<file path="config.mk">
export PLATFORM = sky130hd
export DESIGN_NAME = freq_meter_flat
export DESIGN_NICKNAME = d
export VERILOG_FILES = /design/src/rtl/freq_meter_pkg.sv /design/src/rtl/freq_meter_if.sv /design/src/rtl/freq_meter_sync_edge.sv /design/src/rtl/freq_meter.sv /design/src/flat_wrapper.sv
export SDC_FILE = /design/constraint.sdc
export NUM_CORES = 1
export LEC_CHECK = 0
export CAP_MARGIN = 25
export CORE_MARGIN = 2
export CORE_UTILIZATION = 50
export DETAILED_ROUTE_END_ITERATION = 8
export PLACE_DENSITY = 0.73
export SLEW_MARGIN = 20
export SYNTH_ARGS = -nofsm -noshare
export SYNTH_HDL_FRONTEND = slang
export SYNTH_SLANG_ARGS = --single-unit
</file>
<file path="constraint.sdc">
create_clock -name fin -period 1.8 [get_ports fin]
set_clock_uncertainty 0.1 [all_clocks]
set_input_delay 0.18 -clock fin [delete_from_list [all_inputs] [get_ports fin]]
set_output_delay 0.18 -clock fin [all_outputs]
set_load 0.02 [all_outputs]
</file>
<file path="src/rtl/freq_meter_pkg.sv">
// freq_meter_pkg: shared types and constants for the gated frequency meter.
//   state_t     - measurement FSM states (IDLE, MEAS, DONE)
//   SYNC_STAGES - depth of the input synchronizer in sync_edge
package freq_meter_pkg;

  typedef enum logic [1:0] {
    IDLE = 2'd0,
    MEAS = 2'd1,
    DONE = 2'd2
  } state_t;

  localparam int SYNC_STAGES = 2;

endpackage

</file>
<file path="src/rtl/freq_meter_if.sv">
// freq_meter_if: result/control handshake of the frequency meter.
//   start - begin one measurement (single-shot mode)
//   ack   - consumer accepts the presented result
//   count - rising-edge count of the last completed window (CW bits)
//   ovf   - count saturated during that window
//   valid - count/ovf hold an unaccepted result
//   busy  - a gate window is in progress
//   miss  - a result was overwritten before ack (continuous mode)
// master: consumer side, slave: meter side.
interface freq_meter_if #(
  parameter int CW = 8
);
  logic          start;
  logic          ack;
  logic [CW-1:0] count;
  logic          ovf;
  logic          valid;
  logic          busy;
  logic          miss;

  modport master (output start, ack, input count, ovf, valid, busy, miss);
  modport slave  (input start, ack, output count, ovf, valid, busy, miss);
endinterface

</file>
<file path="src/rtl/freq_meter_sync_edge.sv">
// sync_edge: synchronizes an asynchronous level into the fin domain and
// emits a registered one-cycle pulse on each rising edge.
//   fin  - destination clock
//   rst  - asynchronous active-high reset
//   d    - asynchronous input level
//   rise - one-cycle pulse, 3 fin edges after d rises
module sync_edge
  import freq_meter_pkg::*;
(
  input  logic fin,
  input  logic rst,
  input  logic d,
  output logic rise
);
  logic [SYNC_STAGES-1:0] r_sync;
  logic                   r_hist;
  logic                   r_rise;

  always_ff @(posedge fin or posedge rst) begin
    if (rst) begin
      r_sync <= '0;
      r_hist <= 1'b0;
      r_rise <= 1'b0;
    end else begin
      r_sync <= {r_sync[SYNC_STAGES-2:0], d};
      r_hist <= r_sync[SYNC_STAGES-1];
      r_rise <= r_sync[SYNC_STAGES-1] & ~r_hist;
    end
  end

  assign rise = r_rise;
endmodule

</file>
<file path="src/rtl/freq_meter.sv">
// freq_meter: counts rising edges of an asynchronous signal over a gate
// window of GATE fin cycles and presents the count on a valid/ack handshake.
//   fin - reference clock, rst - async active-high reset
//   sig - asynchronous signal to measure
//   bus - freq_meter_if slave (start/ack in; count/ovf/valid/busy/miss out)
// Macro FREQ_METER_CONT_EN: continuous back-to-back windows with miss
// detection; undefined gives single-shot start/ack operation, miss tied 0.
module freq_meter
  import freq_meter_pkg::*;
#(
  parameter int GATE = 256,
  parameter int CW   = 8
) (
  input  logic         fin,
  input  logic         rst,
  input  logic         sig,
  freq_meter_if.slave  bus
);
  localparam int            GW        = $clog2(GATE);
  localparam logic [GW-1:0] GATE_LAST = GW'(GATE - 1);
  localparam logic [CW-1:0] ACC_MAX   = '1;

  state_t        r_state, w_state_nxt;
  logic [GW-1:0] r_gate;
  logic [CW-1:0] r_acc, w_acc_nxt;
  logic          r_ovf_acc, w_ovf_nxt;
  logic [CW-1:0] r_count;
  logic          r_ovf;
  logic          r_valid;
  logic          w_edge;
  logic          w_clr;   // entering MEAS: restart gate and accumulator
  logic          w_end;   // last cycle of the gate window

  sync_edge u_sync (
    .fin  (fin),
    .rst  (rst),
    .d    (sig),
    .rise (w_edge)
  );

  always_ff @(posedge fin or posedge rst) begin
    if (rst) r_state <= IDLE;
    else     r_state <= w_state_nxt;
  end

  always_comb begin
    w_state_nxt = r_state;
    w_clr       = 1'b0;
    w_end       = 1'b0;
    case (r_state)
      IDLE: begin
`ifdef FREQ_METER_CONT_EN
        w_state_nxt = MEAS;
        w_clr       = 1'b1;
`else
        if (bus.start) begin
          w_state_nxt = MEAS;
          w_clr       = 1'b1;
        end
`endif
      end
      MEAS: begin
        if (r_gate == GATE_LAST) begin
          w_end = 1'b1;
`ifdef FREQ_METER_CONT_EN
          w_state_nxt = MEAS;
`else
          w_state_nxt = DONE;
`endif
        end
      end
      DONE: if (bus.ack) w_state_nxt = IDLE;
      default: w_state_nxt = IDLE;
    endcase
  end

  // Edge in the current cycle is folded in, including the window's last cycle.
  // Overflow means an edge arrived with the accumulator already saturated.
  always_comb begin
    w_acc_nxt = r_acc;
    w_ovf_nxt = r_ovf_acc;
    if (w_edge) begin
      if (r_acc == ACC_MAX) w_ovf_nxt = 1'b1;
      else                  w_acc_nxt = r_acc + CW'(1);
    end
  end

  always_ff @(posedge fin or posedge rst) begin
    if (rst) begin
      r_gate    <= '0;
      r_acc     <= '0;
      r_ovf_acc <= 1'b0;
    end else if (w_clr || w_end) begin
      r_gate    <= '0;
      r_acc     <= '0;
      r_ovf_acc <= 1'b0;
    end else if (r_state == MEAS) begin
      r_gate    <= r_gate + GW'(1);
      r_acc     <= w_acc_nxt;
      r_ovf_acc <= w_ovf_nxt;
    end
  end

`ifdef FREQ_METER_CONT_EN
  logic r_miss;

  // Window end beats a simultaneous ack; an ack in that cycle still
  // counts as the consumer having taken the old result, so no miss.
  always_ff @(posedge fin or posedge rst) begin
    if (rst) begin
      r_count <= '0;
      r_ovf   <= 1'b0;
      r_valid <= 1'b0;
      r_miss  <= 1'b0;
    end else if (w_end) begin
      r_count <= w_acc_nxt;
      r_ovf   <= w_ovf_nxt;
      r_valid <= 1'b1;
      r_miss  <= bus.ack ? 1'b0 : (r_miss | r_valid);
    end else if (bus.ack) begin
      r_valid <= 1'b0;
      r_miss  <= 1'b0;
    end
  end

  assign bus.miss = r_miss;
`else
  always_ff @(posedge fin or posedge rst) begin
    if (rst) begin
      r_count <= '0;
      r_ovf   <= 1'b0;
      r_valid <= 1'b0;
    end else if (w_end) begin
      r_count <= w_acc_nxt;
      r_ovf   <= w_ovf_nxt;
      r_valid <= 1'b1;
    end else if (r_state == DONE && bus.ack) begin
      r_valid <= 1'b0;
    end
  end

  assign bus.miss = 1'b0;
`endif

  assign bus.count = r_count;
  assign bus.ovf   = r_ovf;
  assign bus.valid = r_valid;
  assign bus.busy  = (r_state == MEAS);
endmodule

</file>
<file path="src/flat_wrapper.sv">
// flat-port wrapper written by rule: the top's interface ports become plain ports
module freq_meter_flat import freq_meter_pkg::*;
#(
  parameter int GATE = 256,
  parameter int CW   = 8
)
  (fin, rst, sig, bus_start, bus_ack, bus_count, bus_ovf, bus_valid, bus_busy, bus_miss);
  freq_meter_if #(.CW(CW)) bus_i ();
  input  logic fin;
  input  logic rst;
  input  logic sig;
  input wire logic [$bits(bus_i.start)-1:0] bus_start;
  input wire logic [$bits(bus_i.ack)-1:0] bus_ack;
  output wire logic [$bits(bus_i.count)-1:0] bus_count;
  output wire logic [$bits(bus_i.ovf)-1:0] bus_ovf;
  output wire logic [$bits(bus_i.valid)-1:0] bus_valid;
  output wire logic [$bits(bus_i.busy)-1:0] bus_busy;
  output wire logic [$bits(bus_i.miss)-1:0] bus_miss;
  assign bus_i.start = bus_start;
  assign bus_i.ack = bus_ack;
  assign bus_count = bus_i.count;
  assign bus_ovf = bus_i.ovf;
  assign bus_valid = bus_i.valid;
  assign bus_busy = bus_i.busy;
  assign bus_miss = bus_i.miss;
  freq_meter #(.GATE(GATE), .CW(CW)) u_core (.fin(fin), .rst(rst), .sig(sig), .bus(bus_i));
endmodule
</file>
==> results of run 1 <==
==> worst max-delay path: stages (launching register included) <==
cell	delay (ns)
dfrtp_1	0.49
and4_2	0.35
a41oi_2	0.26
mux2i_1	0.13
mux2_4	0.27
==> sequential cells by signal, indices dropped and copies added, names as in the netlist <==
name,count
u_core.bus.valid,1
u_core.u_sync.rise,1
u_core.r_state,2
u_core.r_gate,8
u_core.u_sync.r_sync,2
u_core.bus.count,8
u_core.r_acc,8
u_core.u_sync.r_hist,1
u_core.r_ovf_acc,1
u_core.bus.ovf,1
==> cells by family (layout without fill, tap and decap cells) <==
| kind of cell | Yosys count | after routing | synth area share, % |
|---|---|---|---|
| other cells | 1 | 1 | 0.227 |
| compound gates | 49 | 49 | 18.9 |
| fa+ha+maj | 2 | 2 | 1.51 |
| buf+inv | 17 | 39 | 6.06 |
| flops | 33 | 33 | 50.0 |
| mux | 7 | 7 | 4.69 |
| xor+xnor | 2 | 2 | 1.06 |
| simple gates | 50 | 50 | 17.6 |
==> what timing repair did <==
action,in CTS,in global routing
pin swaps,0,2
hold buffers,0,0
setup endpoints to repair,1,20
buffers inserted,0,1
resized for setup,1,7
==> metrics by stage <==
stage	cell area, um2	std cells	hold slack (ns)	setup slack (ns)	util, %
3_3_place_gp	1840	218	0.247	0.134	59.3
5_1_grt	1910	227	0.177	0.00363	61.6
6_report	1910	227	0.121	0.0747	61.6
2_1_floorplan	1650	161	0.111	0.177	-
3_5_place_dp	1840	218	0.241	0.0531	59.3
4_1_cts	1890	226	0.134	0.0104	60.8
==> cells in the mapped netlist (all sizes together) (2+ instances only) <==
cell type / count / area (um2)
nand2b: 4 / 25.0
ha: 2 / 25.0
clkbuf: 3 / 12.5
o21ai: 15 / 82.6
a41oi: 2 / 25.0
nand4: 5 / 46.3
a31oi: 4 / 25.0
nor4: 2 / 12.5
and3: 3 / 20.0
dfrtp: 33 / 826
o21a: 2 / 15.0
buf: 6 / 57.6
nand2: 7 / 26.3
o22a: 2 / 17.5
nand3b: 2 / 15.0
inv: 8 / 30.0
mux2i: 4 / 40.0
a21o: 4 / 30.0
nor3: 2 / 21.3
mux2: 3 / 37.5
nor2: 12 / 45.0
nand3: 6 / 30.0
a21oi: 15 / 75.1
==> routing by layer <==
metal / vias up / routed length (um) / global-route usage [%]
met5: - / 0 / 0
li1: 618 / - / -
met2: 49 / 1600 / 31.0
met1: 621 / 1530 / 29.4
met3: 10 / 187 / 4.62
met4: 0 / 68 / 9.73
==> power by group through the flow <==
stage                     Combinational, uW  Sequential, uW  Clock [uW]
after floorplan                         335             972           0
after global placement                  356            1030           0
after detailed placement                381            1040           0
after CTS                               381            1030         406
after global routing                    438            1060         438
final                                   384            1040         405
==> final cells by class <==
type                       count  share of cell area (%)
clock buffer                   8                    2.55
inverter                       8                    1.57
multi-input combinational    111                    39.1
sequential                    33                    43.2
tap                           44                    2.88
timing repair buffer          23                    10.7
==> path summary, 6_finish.rpt <==
path	from	end	slack (ns)	cells past startpoint
worst max-delay path	u_core.r_acc[2]$_DFFE_PP0P_	u_core.bus.count[4]$_DFFE_PP0P_	0.07	4
worst min-delay path	rst	u_core.bus.count[6]$_DFFE_PP0P_	0.12	3
worst max register to register	u_core.r_acc[2]$_DFFE_PP0P_	u_core.bus.count[4]$_DFFE_PP0P_	0.07	4
worst min register to register	u_core.u_sync.r_sync[0]$_DFF_PP0_	u_core.u_sync.r_sync[1]$_DFF_PP0_	0.27	0
max in group asynchronous	rst	u_core.r_acc[3]$_DFFE_PP0P_	1.17	3
min in group fin	sig	u_core.u_sync.r_sync[0]$_DFF_PP0_	0.18	1
==> reports/results.txt, run 1 <==
The die extent in x was 61.5 um. The count of fill cells added during filler insertion is 287, and the total wire length is 3390 um. The routed layout has 1298 vias.

By startpoint and endpoint, the worst setup path is classified as reg -> reg. The analysis attributes to cell leakage a power of 0.000866 uW. The logs give 21.0% for the global-route usage over all layers and 2 for the maximum root-to-sink buffer count.

The tools report the data required time of the worst path as 1.93 ns. The worst setup path is launched from a register. The register clock-pin slew on the reported worst setup and hold paths works out to 0.11 ns.

Registers are responsible for 56.8% of the overall power. For this configuration, the core starts out at a cell density of 53.3%. The die covers 3780 um2. Using the TritonRoute via totals, the vias-per-cell ratio works out to 5.72. The H-tree level count was 2; the number of synthesized flops with an enable pin was 0. After synthesis, the share of flip-flops with an asynchronous set or reset is 100%.

Flip-flop cell with the highest count after synthesis: dfrtp_1. The clock network is responsible for 22.2% of the overall power. Leaving out fill and tap cells, the most frequent cell in the layout is dfrtp_1.

The region available for standard cell placement spans 3100 um2. The number of global-route vias before repair is 1201, and the final worst-path cycle share is 95.9%. The number of nets in the synthesized netlist is 168.

At the end of the flow, the number of nets in the layout was 189. The count of inserted antenna diode cells was 0; the number of antenna violations at the first check in global routing was 0. The die extent in y was 61.5 um; the number of failing setup endpoints in the final timing report was 0. Of the cells placed in the final design, the portion with a size suffix greater than 1 is 15.8%. For the final routed database, the setup TNS stands at 0 ns.

The remaining global-route overflow came out at 0. Synthesized area per cell: 10.3 um2. The worst setup path is captured at a register. The power spent charging and discharging nets is 638 uW. Data on the critical path arrives at its endpoint at 1.85 ns.

Detailed placement finished with a half-perimeter wire length of 2380 um. The buffer cell driving the clock tree root is clkbuf_4. Routability-driven placement finished with a final weighted congestion of 0.784. The final antenna-violating net count came out at 0. The library cells used most frequently in the layout, excluding fill and tap cells, are dfrtp_1 (33), a21oi_1 (15), clkdlybuf4s50_1 (14). The number of sinks on the clock net is 33. VDD sags by at most 0.568 mV. The area added between synthesis and finish is 15.7%.

The final hold violation count is 0, and the count of yosys warnings during synthesis is 0. The logs give 826 um2 for the register area and 5 for the first-pass iteration count of the detailed router. During placement, the flow inserted port buffers numbering 15.

In the final layout, the multi-input gates occupy 747 um2. The number of standard-cell rows in the floorplan is 20, and the share of total power in combinational logic is 21.0%. The internal power of the cells totals 1190 uW. The global-route wire length before repair was 5770 um; the routed wirelength normalized by instance count was 14.9 um. The power density of the placed cells was 955 nW/um2; the post-synthesis cell count was 161. The synthesized design contains 33 register bits. TritonCTS built the clock tree.

Static timing analysis puts the maximum clock frequency at 580 MHz. The tool flagged a number of max-cap violations equal to 0. The number of clock buffers added by TritonCTS is 5. Setup repair after global routing left no endpoint under its margin.

Net switching is 35.0% of the power. The synthesized netlist occupies a cell area of 1650 um2. The maximum fanout along the worst path came out at 8. The run finished with clean final reports. The later pin in the worst-skew pair is clocked with a latency of 0.35 ns. The run gives 50.0% as the sequential element share of the synthesized area.

The path class of the tightest hold or removal check is in -> async. The total power is 1830 uW, and the initial detailed-routing violation count is 71. For the number of top-level design ports, the log shows 17. The run gives 0 as the number of max-slew violations in the final report. Minimum period implied by the final worst setup slack: 1.73 ns. Entering global routing, the biggest net connects 34 pins.

For the final routed DRC violation total, the log shows 0. Yosys mapped the design onto 48 distinct sky130hd cell types.
Power figures use the tool's default switching activity.
==> run 2: changes to the inputs <==
- GPL_TIMING_DRIVEN: default -> 0
- clock period: 1.8 -> 1.9 ns (I/O delays scaled with it)
==> run 2 against run 1 <==
Net effect:
- sequential power is 9.5% lower
- utilization increased by 1.8 points
- first-iteration DRC count decreased by 35%
- wire length decreased by 3.6%
- total power increased by 3.8%
- via count is 2.1% lower
- non-clock buffer count up 3
- sequential cell count did not move
- die area unchanged
- sequential share of layout area down 1.2 points
- critical path type is now reg -> out
- critical endpoint is now bus_busy
- largest power group unchanged
==> reports/results.txt, run 2 (same netlist as run 1, synthesis figures left out) <==
The flow ran to the end, and the final reports show no timing, DRC or antenna violations. The number of top-level design ports was 17 (unchanged). The global-route usage over all layers is 21.0% (+0.062 points), and the number of sinks on the clock net is 33 (unchanged).

The initial detailed-routing violation count is 46 (-35%), and the final weighted congestion of routability-driven global placement is 0.802 (+2.3%). For this run, the top clock speed supported by timing is 556 MHz. The total wire length came out at 3260 um (-3.6%). The slowest cell on the critical path was dfrtp_1. The worst pin sits at a relative slew slack of 56.2%.

Most heavily used metal layer in global routing: met2. The most critical setup path has its startpoint at u_core.r_state[1]$_DFFE_PP0P_. For the largest voltage drop on the vdd net, the log shows 0.648 mV (+14%). For the half-perimeter wire length after placement, the log shows 2310 um (-2.9%). The tools report the register-to-register path setup slack as 0.16 ns (+0.09 ns).

The type of element capturing the critical path was a primary output. The cts-stage hold buffer count is 0 (unchanged). The number of max-cap violations is 0 (unchanged), and the global-route wire length before repair is 5700 um (-1.2%). The endpoint of the worst setup timing path is bus_busy. The run gives 0 ns (unchanged) as the sum of negative setup slack. The number of antenna violations at the first check in global routing was 0 (unchanged); the minimum period implied by the final worst setup slack was 1.80 ns. The run gives 34 (unchanged) as the largest net degree at the start of global routing. The worst reg-to-reg path cell count was 6 (+2); the core region area was 3100 um2 (unchanged).

Class of the tightest hold or removal check: in -> async. The count of fill cells added during filler insertion was 288 (+0.35%); the final hold violation count was 0 (unchanged). The tools report the first-pass iteration count of the detailed router as 4 (-1). The tools report the worst flop-to-flop path endpoint as u_core.r_acc[5]$_DFFE_PP0P_. The run gives 0.0867 ns (+0.0336 ns) as the pre-CTS setup slack. For the met2 usage, the log shows 33.2% (+2.3 points).

The tools report the data required time of the worst path as 1.61 ns (-0.32 ns). The instance count after placement with tap cells included is 220 (+0.92%). Count of inserted antenna diode cells: 0 (unchanged). STA classifies the critical path startpoint as a register. The run gives 3780 um2 (unchanged) as the floorplan die area. The critical path goes through nand2b_1 -> inv_2 -> dlygate4sd2_1. The die extent in x works out to 61.5 um (unchanged).

The H-tree level count was 2 (unchanged); the utilization after layout was 63.4% (+1.8 points). The delay contributed by the slowest stage of the critical path was 0.42 ns (-0.07 ns). The total number of nets in the final design is 192 (+1.6%), and the routed wirelength normalized by instance count is 14.2 um (-4.9%).

At the pin with the least slew margin, the transition time is 0.656 ns. For the number of global-route vias before repair, the log shows 1225 (+2.0%). The buffer cell driving the clock tree root is clkbuf_4. Final worst-path setup slack: 0.103 ns (+0.0282 ns). The tools report the effective utilization at floorplan as 53.3% (unchanged).

The leakage power total was 0.000890 uW (+2.8%); the mean number of vias per cell was 5.53 (-3.4%). The tools report the number of failing setup endpoints in the final timing report as 0 (unchanged). TritonCTS built the clock tree.

The commonest non-fill, non-tap cell in the layout was dfrtp_1. The final worst-path cycle share works out to 94.6%. The register clock-pin slew on the reported worst setup and hold paths is 0.10 ns (about the same).

For the latest clock arrival within the worst-skew pair, the log shows 0.33 ns (-0.02 ns). The final instance count without filler cells is 230 (+1.3%), and the maximum root-to-sink buffer count is 2 (unchanged). The maximum fanout along the worst path came out at 7 (-1). The share of post-route cells with drive strength above 1 came out at 16.1% (+0.28 points). The met1 capacity usage during global routing is 26.4% (-3.0 points). Die extent in y: 61.5 um (unchanged). The run gives 5.88% (+1.3 points) as the met3 routing resource usage after global routing. For the via count, the log shows 1271 (-2.1%).

The run gives 1.51 ns (-0.34 ns) as the signal arrival time at the worst endpoint. The area added between synthesis and finish is 19.0%, and the number of max-slew violations in the final report is 0 (unchanged). The remaining global-route overflow came out at 0 (unchanged). Setup repair after global routing left no endpoint under its margin. The tools report the number of buffers inserted during clock tree synthesis as 5 (unchanged). The tools report the worst reg2reg path startpoint as u_core.r_gate[1]$_DFFE_PP0P_.

The final antenna-violating net count was 0 (unchanged). The number of port buffers was 15 (unchanged). For the final routed DRC violation total, the log shows 0 (unchanged).

Critical path start-end classification: reg -> out. The number of standard-cell rows in the floorplan came out at 20 (unchanged). The power density of the placed cells was 964 nW/um2 (+0.94%). In the layout the commonest cells are dfrtp_1 (33), a21oi_1 (15), clkdlybuf4s50_1 (14).
## run 2: cell types whose count changed in the layout (fill, tap and decap cells not counted), sizes merged
cell | previous run | this run
clkbuf | 9 | 11
dlygate4sd2 | 0 | 1
buf | 8 | 7
bufinv | 0 | 1
## run 2: worst min path at each step
stage                                        end  slack, ns  cells past startpoint
2_1_floorplan  u_core.u_sync.r_sync[0]$_DFF_PP0_       0.12                      0
4_1_cts        u_core.u_sync.r_sync[0]$_DFF_PP0_       0.17                      1
6_report            u_core.bus.valid$_DFFE_PP0P_       0.16                      2
5_1_grt        u_core.u_sync.r_sync[0]$_DFF_PP0_       0.18                      1
3_3_place_gp   u_core.u_sync.r_sync[1]$_DFF_PP0_       0.24                      0
3_5_place_dp   u_core.u_sync.r_sync[1]$_DFF_PP0_       0.24                      0
## run 2: worst max-delay path: cells and delay by family (launching register included)
kind,cells,cell delay [ns]
DFF,1,0.42
and+or+nand+nor,1,0.24
buffers and inverters,2,0.51
## run 2: layout make-up
cell class | count | area [um2] | share of cell area [%]
Clock buffer | 7 | 55.1 | 2.80
Multi-Input combinational cell | 111 | 734 | 37.3
Sequential cell | 33 | 826 | 42.0
Timing Repair Buffer | 17 | 164 | 8.33
Clock inverter | 1 | 30.0 | 1.53
Buffer | 9 | 72.6 | 3.69
Inverter | 8 | 30.0 | 1.53
Tap cell | 44 | 55.1 | 2.80
## run 2: layer usage
layer  wire (um)  share of wire (%)  vias up
met5           0                  0        -
met2        1620                 50       22
met1        1440                 44      616
met3         118                3.6        9
met4          84                2.6        0
li1            -                  -      624
## run 2: where the power goes
| part | leakage (uW) | total [uW] | switching [uW] | internal, uW |
|---|---|---|---|---|
| clock | 0.0000455 | 547 | 233 | 314 |
| combinational | 0.000409 | 408 | 223 | 185 |
| sequential | 0.000436 | 941 | 134 | 807 |
| total | 0.000890 | 1900 | 590 | 1310 |
## run 2: timing repair
action | 4_1_cts | 5_1_grt
gates resized for setup | 1 | 3
setup endpoints to repair | 1 | 17
buffers inserted | 0 | 2
## run 2: metrics by stage
stage	power [uW]	area [um2]	hold WS (ns)
after global placement	1320	1860	0.243
after floorplan	1240	1650	0.121
after CTS	1900	1940	0.171
after global routing	2030	1970	0.181
final	1900	1970	0.161
after detailed placement	1350	1860	0.237
==> run 3: changes to the inputs <==
- GPL_TIMING_DRIVEN: 0 -> default
- SLEW_MARGIN: 20 -> 5
==> run 3 against run 2 <==
Net effect:
- utilization shrank 2.9 points
- clock-buffer cell count did not move
- final cell count shrank 3.9%
- wire length fell by 5.4%
- combinational power fell by 18%
- register-to-register slack worse by 0.03 ns
- clock power fell by 28%
- maximum frequency shrank 0.43%
- first-iteration DRC count rose by 24%
- critical endpoint unchanged
- largest cell class unchanged
- largest power group unchanged
==> reports/results.txt, run 3 (same netlist as run 1, synthesis figures left out) <==
The area added between synthesis and finish is 13.6%, and the measured slew at the worst slew-check pin is 0.819 ns (+0.163 ns). The tools report the total wire length as 3090 um (-5.4%). The run finished with clean final reports.

The run gives 0 (unchanged) as the final hold violation count. The signal on the critical path passes through nand2b_1 -> inv_2 -> dlygate4sd2_1. The delay contributed by the slowest stage of the critical path came out at 0.43 ns (about the same). The share of post-route cells with drive strength above 1 works out to 12.4% (-3.7 points). The H-tree level count is 2 (unchanged), and the latest clock arrival within the worst-skew pair is 0.33 ns (about the same). The floorplan die area was 3780 um2 (unchanged). TritonCTS built the clock tree. The run gives 0 (unchanged) as the final antenna-violating net count.

Multi-input gate area in the final layout: 741 um2 (+0.85%). The die extent in y was 61.5 um (unchanged); the number of max-slew violations in the final report was 0 (unchanged). Type of element capturing the critical path: a primary output. The buffer cell driving the clock tree root is clkbuf_4. The cell area after placement was 1800 um2 (-3.0%). The logs give 5500 um (-3.5%) for the global-route wire length before repair and 0 (unchanged) for the number of antenna violations at the first check in global routing.

The tightest min-delay check is of the in -> async type. Setup repair after global routing left no endpoint under its margin. The highest clock frequency the design can meet came out at 554 MHz (-0.43%).

The number of port buffers works out to 15 (unchanged). The final routed DRC violation total is 0 (unchanged). The tools report the normalized max-slew margin as 45.3% (-11 points).

Register area: 826 um2 (unchanged). The commonest non-fill, non-tap cell in the layout is dfrtp_1. The logs give 0 (unchanged) for the number of failing setup endpoints in the final timing report and 0.143 ns (-0.0185 ns) for the worst slack on hold paths.

The power density of the placed cells was 908 nW/um2 (-5.8%). The critical path start-end classification is reg -> out. Initial detailed-routing violation count: 57 (+24%). The register clock-pin slew on the reported worst setup and hold paths came out at 0.10 ns (about the same). The maximum root-to-sink buffer count was 2 (unchanged). The tools report the category of the worst setup path launch point as a register. The number of sinks on the clock net is 33 (unchanged), and the effective utilization at floorplan is 53.3% (unchanged). For the via count, the log shows 1259 (-0.94%). The worst reg-to-reg path cell count is 5 (-1). For the number of buffers inserted during clock tree synthesis, the log shows 5 (unchanged). The tools report the signal arrival time at the worst endpoint as 1.51 ns (about the same). The routed wirelength normalized by instance count is 14.0 um (-1.5%), and the sum of negative setup slack is 0 ns (unchanged). The maximum fanout along the worst path is 7 (unchanged). The tools report the final instance count without filler cells as 221 (-3.9%). The global-route usage over all layers was 20.1% (-0.92 points). The number of max-cap violations was 0 (unchanged); the number of top-level design ports was 17 (unchanged).

The largest voltage drop on the vdd net came out at 0.540 mV (-17%). In the layout the commonest cells are dfrtp_1 (33), a21oi_1 (15), clkdlybuf4s50_1 (14). The run gives 34 (unchanged) as the largest net degree at the start of global routing. The number of global-route vias before repair is 1231 (+0.49%), and the cts-stage hold buffer count is 0 (unchanged). The total power is 1710 uW (-10%).

The run gives 4 (unchanged) as the first-pass iteration count of the detailed router. The run gives 0.000843 uW (-5.3%) as the leakage power total. The minimum period implied by the final worst setup slack is 1.80 ns (+0.00774 ns), and the half-perimeter wire length after placement is 2210 um (-4.5%). The instance count after placement with tap cells included was 213 (-3.2%). The run gives 1880 um2 (-4.5%) as the post-route cell area. The slowest cell on the critical path is dfrtp_1.

The final weighted congestion of routability-driven global placement was 0.834 (+4.0%). The number of standard-cell rows in the floorplan was 20 (unchanged). For the data required time of the worst path, the log shows 1.61 ns (about the same).

The mean number of vias per cell was 5.70 (+3.1%); the count of fill cells added during filler insertion was 280 (-2.8%). The die extent in x was 61.5 um (unchanged). The tools report the core region area as 3100 um2 (unchanged).

The total number of nets in the final design is 184 (-4.2%), and the count of inserted antenna diode cells is 0 (unchanged). The final worst-path cycle share was 95.0% (+0.41 points); the remaining global-route overflow was 0 (unchanged).
run 3: changes by cell type in the layout (fill, tap and decap cells not counted):
cell       before  now
buf_6           4    0
bufinv_16       1    0
clkbuf_1        3    1
clkbuf_2        1    0
clkbuf_4        6    5
ha_1            1    2
ha_2            1    0
inv_1           6    7
inv_2           2    1
o21a_1          2    1
o21a_2          0    1
o21ai_2         2    1
o21ai_4         0    1
run 3: worst paths after layout:
| path | slack [ns] | endpoint | startpoint |
|---|---|---|---|
| worst max register to register | 0.13 | u_core.bus.count[3]$_DFFE_PP0P_ | u_core.r_gate[0]$_DFFE_PP0P_ |
| max in group asynchronous | 1.25 | u_core.r_acc[7]$_DFFE_PP0P_ | rst |
| worst min register to register | 0.26 | u_core.u_sync.r_sync[1]$_DFF_PP0_ | u_core.u_sync.r_sync[0]$_DFF_PP0_ |
| worst max-delay path | 0.1 | bus_busy | u_core.r_state[1]$_DFFE_PP0P_ |
| worst min-delay path | 0.14 | u_core.bus.count[7]$_DFFE_PP0P_ | rst |
| min in group fin | 0.20 | u_core.u_sync.r_sync[0]$_DFF_PP0_ | sig |
run 3: area by class of cell:
type,count,share of cell area [%]
inverter,8,1.60
clock buffer,7,2.93
multi-input combinational,111,39.4
timing repair buffer,18,9.13
tap,44,2.93
sequential,33,44.0
run 3: power breakdown:
group | internal, uW | switching (uW)
logic | 153 | 181
clock network | 175 | 220
registers | 807 | 170
total | 1130 | 571
run 3: per-stage QoR:
step / utilization (%) / setup WS (ns)
floorplan: - / 0.277
global placement: 58.1 / 0.0640
detailed placement: 58.1 / 0.0283
CTS: 59.8 / 0.0400
global route: 60.5 / 0.000799
finish: 60.5 / 0.0951
run 3: what timing repair did:
item | CTS | global route
endpoints found under the hold margin | 0 | 0
resized for setup | 1 | 3
endpoints found under the setup margin | 1 | 15
buffers inserted | 0 | 1
pin swaps | 0 | 1
run 3: worst max-delay path, delay by kind of cell (launching register included):
kind	cells	cell delay [ns]
buffers and inverters	2	0.52
AND/OR/NAND/NOR	1	0.24
flip-flops	1	0.43
run 3: routing by layer:
metal  GRT usage, %  up-vias  wire length, um
met4           6.38        0               59
met2           32.0       34             1480
met5              0        -                0
li1               -      611                -
met1           25.6      607             1370
met3           7.35        7              181
